`src/rtl/bus_dev_endpoint_pkg.sv`:
```
// Shared bus definitions: endpoint ID width, broadcast ID and destination extraction.
package bus_dev_endpoint_pkg;
  localparam int ID_W      = 8;
  localparam int MAX_PKT_W = 256;
  localparam logic [ID_W-1:0] BCAST_ID = {ID_W{1'b1}};

  // Destination ID sits in the top ID_W bits of a pkt_w-wide packet.
  function automatic logic [ID_W-1:0] dest_id(input logic [MAX_PKT_W-1:0] pkt,
                                              input int unsigned pkt_w);
    logic [MAX_PKT_W-1:0] sh;
    sh = pkt >> (pkt_w - ID_W);
    return sh[ID_W-1:0];
  endfunction
endpackage

```
`src/rtl/bus_dev_endpoint_sync_fifo.sv`:
```
// First-word-fall-through synchronous FIFO with occupancy counter.
// Writes are refused when full even if a read happens in the same cycle.
module sync_fifo #(
  parameter int width = 16,
  parameter int depth = 8
) (
  input  logic                       clk,
  input  logic                       reset,
  input  logic                       wr,
  input  logic [width-1:0]           wdata,
  input  logic                       rd,
  output logic [width-1:0]           rdata,
  output logic [$clog2(depth+1)-1:0] count,
  output logic                       full,
  output logic                       empty
);
  localparam int AW = $clog2(depth);
  localparam int CW = $clog2(depth+1);

  logic [width-1:0] mem [depth];
  logic [AW-1:0]    wr_ptr;
  logic [AW-1:0]    rd_ptr;
  logic             do_wr;
  logic             do_rd;

  assign full  = (count == CW'(depth));
  assign empty = (count == '0);
  assign do_wr = wr && !full;
  assign do_rd = rd && !empty;
  assign rdata = empty ? '0 : mem[rd_ptr];

  always_ff @(posedge clk) begin
    if (do_wr) mem[wr_ptr] <= wdata;
  end

  always_ff @(posedge clk or negedge reset) begin
    if (!reset) begin
      wr_ptr <= '0;
      rd_ptr <= '0;
      count  <= '0;
    end else begin
      if (do_wr) wr_ptr <= wr_ptr + AW'(1);
      if (do_rd) rd_ptr <= rd_ptr + AW'(1);
      case ({do_wr, do_rd})
        2'b10:   count <= count + CW'(1);
        2'b01:   count <= count - CW'(1);
        default: count <= count;
      endcase
    end
  end
endmodule

```
`src/rtl/bus_dev_endpoint.sv`:
```
// Bus endpoint: TX queue toward the arbiter, address-filtered RX queue from it,
// plus overflow/drop/misroute status.
module bus_dev_endpoint
  import bus_dev_endpoint_pkg::*;
#(
  parameter int              pckg_sz   = 16,
  parameter int              depth     = 8,
  parameter logic [ID_W-1:0] id        = '0,
  parameter logic [ID_W-1:0] broadcast = BCAST_ID
) (
  input  logic                       clk,
  input  logic                       reset,
  input  logic                       wr_en,
  input  logic [pckg_sz-1:0]         wr_data,
  output logic                       tx_full,
  output logic                       pndng,
  output logic [pckg_sz-1:0]         D_pop,
  input  logic                       pop,
  input  logic                       push,
  input  logic [pckg_sz-1:0]         D_push,
  input  logic                       rd_en,
  output logic [pckg_sz-1:0]         rd_data,
  output logic                       rx_empty,
  output logic [$clog2(depth+1)-1:0] rx_count,
  output logic                       tx_ovf,
  output logic [7:0]                 rx_drop_cnt,
  output logic [7:0]                 mis_cnt
);
  localparam int CW = $clog2(depth+1);

  logic [CW-1:0]        tx_count;
  logic                 tx_empty;
  logic                 rx_full;
  logic [MAX_PKT_W-1:0] push_ext;
  logic [ID_W-1:0]      push_dest;
  logic                 push_match;
  logic                 rx_wr;

  assign pndng = !tx_empty;

  sync_fifo #(.width(pckg_sz), .depth(depth)) u_tx_fifo (
    .clk   (clk),
    .reset (reset),
    .wr    (wr_en),
    .wdata (wr_data),
    .rd    (pop),
    .rdata (D_pop),
    .count (tx_count),
    .full  (tx_full),
    .empty (tx_empty)
  );

  assign push_ext   = MAX_PKT_W'(D_push);
  assign push_dest  = dest_id(push_ext, pckg_sz);
  assign push_match = (push_dest == id) || (push_dest == broadcast);
  assign rx_wr      = push && push_match;

  sync_fifo #(.width(pckg_sz), .depth(depth)) u_rx_fifo (
    .clk   (clk),
    .reset (reset),
    .wr    (rx_wr),
    .wdata (D_push),
    .rd    (rd_en),
    .rdata (rd_data),
    .count (rx_count),
    .full  (rx_full),
    .empty (rx_empty)
  );

  // A full FIFO refuses writes even when drained in the same cycle.
  always_ff @(posedge clk or negedge reset) begin
    if (!reset) begin
      tx_ovf      <= 1'b0;
      rx_drop_cnt <= '0;
      mis_cnt     <= '0;
    end else begin
      if (wr_en && (tx_count == CW'(depth))) tx_ovf <= 1'b1;
      if (rx_wr && rx_full && (rx_drop_cnt != 8'hFF))
        rx_drop_cnt <= rx_drop_cnt + 8'd1;
      if (push && !push_match && (mis_cnt != 8'hFF))
        mis_cnt <= mis_cnt + 8'd1;
    end
  end
endmodule

```
`config.mk`:
```
export PLATFORM = sky130hd
export DESIGN_NAME = bus_dev_endpoint
export DESIGN_NICKNAME = d
export VERILOG_FILES = /design/src/rtl/bus_dev_endpoint_pkg.sv /design/src/rtl/bus_dev_endpoint_sync_fifo.sv /design/src/rtl/bus_dev_endpoint.sv
export SDC_FILE = /design/constraint.sdc
export NUM_CORES = 1
export LEC_CHECK = 0
export CORE_MARGIN = 2
export CORE_UTILIZATION = 25
export CTS_CLUSTER_DIAMETER = 60
export DETAILED_ROUTE_END_ITERATION = 12
export PLACE_DENSITY_LB_ADDON = 0.3
export SETUP_SLACK_MARGIN = 0.3
export SLEW_MARGIN = 30
export SYNTH_ARGS = -nofsm -noshare
export SYNTH_HDL_FRONTEND = slang
export SYNTH_HIERARCHICAL = 1
export SYNTH_SLANG_ARGS = --single-unit
```
`constraint.sdc`:
```
create_clock -name clk -period 2.7 [get_ports clk]
set_input_delay 0.54 -clock clk [delete_from_list [all_inputs] [get_ports clk]]
set_output_delay 0.54 -clock clk [all_outputs]
set_load 0.01 [all_outputs]
```
==> impl_metrics.ini <==
[run_status]
status = complete, but fails checks
violations = DRC, setup timing

[power_and_ir_drop]
irDropWorstVdd_mv = 0.565
leakage_nw = 5.57
powerDensity_mw_per_mm2 = 1020

[logic_synthesis]
synth_warnings = 6
ys_seq_area_frac = 0.728
async_flop_share = 0.126
synthDominantCellAreaShare = 0.649
synth-main-ff-cell = edfxtp_1
syn_inst = 605
avgSynthCellArea_um2 = 19.6
syn_nets = 655
ys_ff_latch = 293
synth_edf_count = 256
synthDistinctLibCells = 43
syn_area_mm2 = 0.0118
yosysTopAreaCell = edfxtp_1
synth_area_leaders = edfxtp_1 (65%), mux4_2 (12%), dfrtp_1 (7.8%)

[place]
port_buffers = 93
hpwl_um = 15700
gp_congestion = 0.704
dp.cells = 1338
pre_cts_ws_ns = -0.466

[layout]
fin_cells = 1461
drive_above_1_share = 0.385
nFillCells = 4486
syn_to_final_growth_pct = 34.5
antenna_cells = 0
layout.nets = 879

[clock_network]
root_buffer = clkbuf_16
clk_pin_slew_ns = 0.06
clk_path_buf_depth = 3
cts_buffers = 35
ctsHtreeMaxLevel = 2
clock_latency_ns = 0.54
clock_sinks = 293
cts_tree = done

[detailed_routing]
ant_nets = 0
drc = 7
avgRoutedWirePerCell_um = 18.5
vias_per_cell = 4.32
routed_wl_um = 27000
drt_first_pass_iters = 10
vias = 6315
drtIter0Drc = 376

[die]
die_y_um = 222
die-area_mm2 = 0.0491
die_x_um = 222
start_util = 0.254
ios = 94
num_rows = 79
core_area_mm2 = 0.0467

[worst_setup_path]
cp-end-kind = output port
cp.depth = 8
slowest_delay_ns = 0.43
critPathRequiredTime_ns = 2.16
crit_type = flip-flop to output port
path_buf_inv = 5
critPathTopFamily = multiplexers
worstPathArrival_ns = 2.32
reg2regPathDepth = 10
slowest_stage = mux4_2
cp-start-kind = flip-flop
path_common_cell = buf_12
critical_path.max_fanout = 4
cp_cell_sequence = buf_4 -> buf_12 -> buf_6 -> buf_12 -> mux4_2 -> mux2i_2 -> nor2_1 -> buf_2

[sta]
clock_skew_ns = 0.0115
fin_crit_sh = 1.06
finalHoldViolations = 0
slew-limit-headroom = 0.655
grt_setup_unrepaired = true
worst_slack_ns = -0.156
max_freq_mhz = 350
report.final.slew_viol_count = 0
period_minus_slack_ns = 2.86
finalSetupViolCount = 16
whs_ns = 0.294
tightest_slew_ns = 0.518

[min_path]
whs_path_depth = 1
min_path_type = input pin to flip-flop

[global_route]
grt-ovfl-total = 0
grt_max_degree = 38
grt_use_total = 0.112
grt_pass1_vias = 6676
grt_pass1_wl_um = 41500
antenna_found_initial = 0

[run]
cap_viol_max_count = 0
cell families after synthesis:
group	after synthesis	synth area share
adder cells (fa/ha/maj)	12	0.0127
multiplexers	104	0.157
AO/OA/AOI/OAI	13	0.00930
XOR/XNOR	28	0.0207
AND/OR/NAND/NOR	126	0.0562
flip-flops	293	0.728
buffers and inverters	29	0.0162
worst paths after layout:
check,to,slack (ns),startpoint
min reg2reg,tx_ovf,0.48,tx_ovf
min in group asynchronous,u_tx_fifo/count[3],0.52,reset
max,D_pop[0],-0.16,u_tx_fifo/rd_ptr[0]
max reg2reg,u_rx_fifo/count[3],0.44,u_rx_fifo/count[2]
max in group asynchronous,u_tx_fifo/count[1],1.79,reset
min,u_rx_fifo/mem[2][9],0.29,D_push[9]
state kept, by name, indices dropped and copies added, names as in the netlist:
name,cells
mis_cnt,8
u_tx_fifo/count,4
tx_ovf,1
u_tx_fifo/rd_ptr,3
u_tx_fifo/mem,128
u_tx_fifo/wr_ptr,3
u_rx_fifo/mem,128
u_rx_fifo/wr_ptr,3
u_rx_fifo/rd_ptr,3
rx_drop_cnt,8
u_rx_fifo/count,4
power breakdown:
| group | internal, mW | switching (mW) | total (mW) | leakage [nW] |
|---|---|---|---|---|
| registers | 5.43 | 0.317 | 5.75 | 2.77 |
| logic | 3.24 | 2.70 | 5.94 | 2.27 |
| clock network | 2.66 | 1.85 | 4.51 | 0.532 |
metal layers:
layer | vias to the layer above | part of all wire | GRT usage
li1 | 2866 | - | -
met1 | 3284 | 0.44 | 0.141
met2 | 126 | 0.49 | 0.187
met3 | 39 | 0.047 | 0.0274
met4 | 0 | 0.023 | 0.0405
met5 | - | 0 | 0
synth_stat cells, types with 3 or more instances:
library cell,n
nor3_1,7
buf_1,4
buf_2,12
and3_1,5
xnor2_1,14
buf_6,8
dfrtp_1,37
mux2i_1,32
nand3_1,4
nand2_1,22
mux4_2,64
edfxtp_1,256
mux2_4,3
nor2_1,49
ha_1,12
xor2_1,14
nand2b_1,10
mux2_2,4
a21oi_1,4
nand4_1,9
cells in the final DEF, fill, tap and decap left out, types with 8 or more instances in the layout:
master	n
buf_12	32
nor2_1	40
clkbuf_1	9
nand2b_1	10
dfrtp_1	30
xnor2_1	14
clkbuf_16	36
mux2i_1	23
buf_6	18
edfxtp_1	256
buf_2	33
clkdlybuf4s50_1	47
xor2_1	13
buf_4	66
nand4_1	9
mux4_2	64
nand2_1	21
mux2i_2	8
ha_1	9
cell type report:
cell class,count,area (µm²),area share
multi-input combinational,283,3250,0.204
clock inverter,17,164,0.0103
clock buffer,45,935,0.0587
timing repair buffer,213,2180,0.137
tap,607,759,0.0477
inverter,3,11.3,0.000707
sequential,293,8620,0.542
worst register-to-register path, delay by kind of cell (launching register included):
kind	cells	cell delay, ns
flip-flops	1	0.42
AND/OR/NAND/NOR	3	0.54
buffers and inverters	3	0.51
AO/OA/AOI/OAI	2	0.40
XOR/XNOR	1	0.15
adder cells (fa/ha/maj)	1	0.17
metrics by stage:
step | instance area, µm² | power, mW | utilization | setup TNS, ns
after floorplan | 12000 | 8.88 | - | 0
after CTS | 15800 | 16.3 | 0.339 | -1.51
after global placement | 14200 | 11.2 | 0.305 | -44.44
after global routing | 15900 | 17.1 | 0.341 | -3.62
after detailed placement | 14200 | 11.2 | 0.305 | -45.01
final | 15900 | 16.2 | 0.341 | -1.17
repair_timing:
item,in CTS,in global routing
gates resized for setup,178,24
endpoints found under the hold margin,0,5
setup endpoints to repair,164,35
setup buffers,47,10
pin swaps,10,19
gates cloned,3,0
hold buffers,0,1
Power figures use the tool's default switching activity.
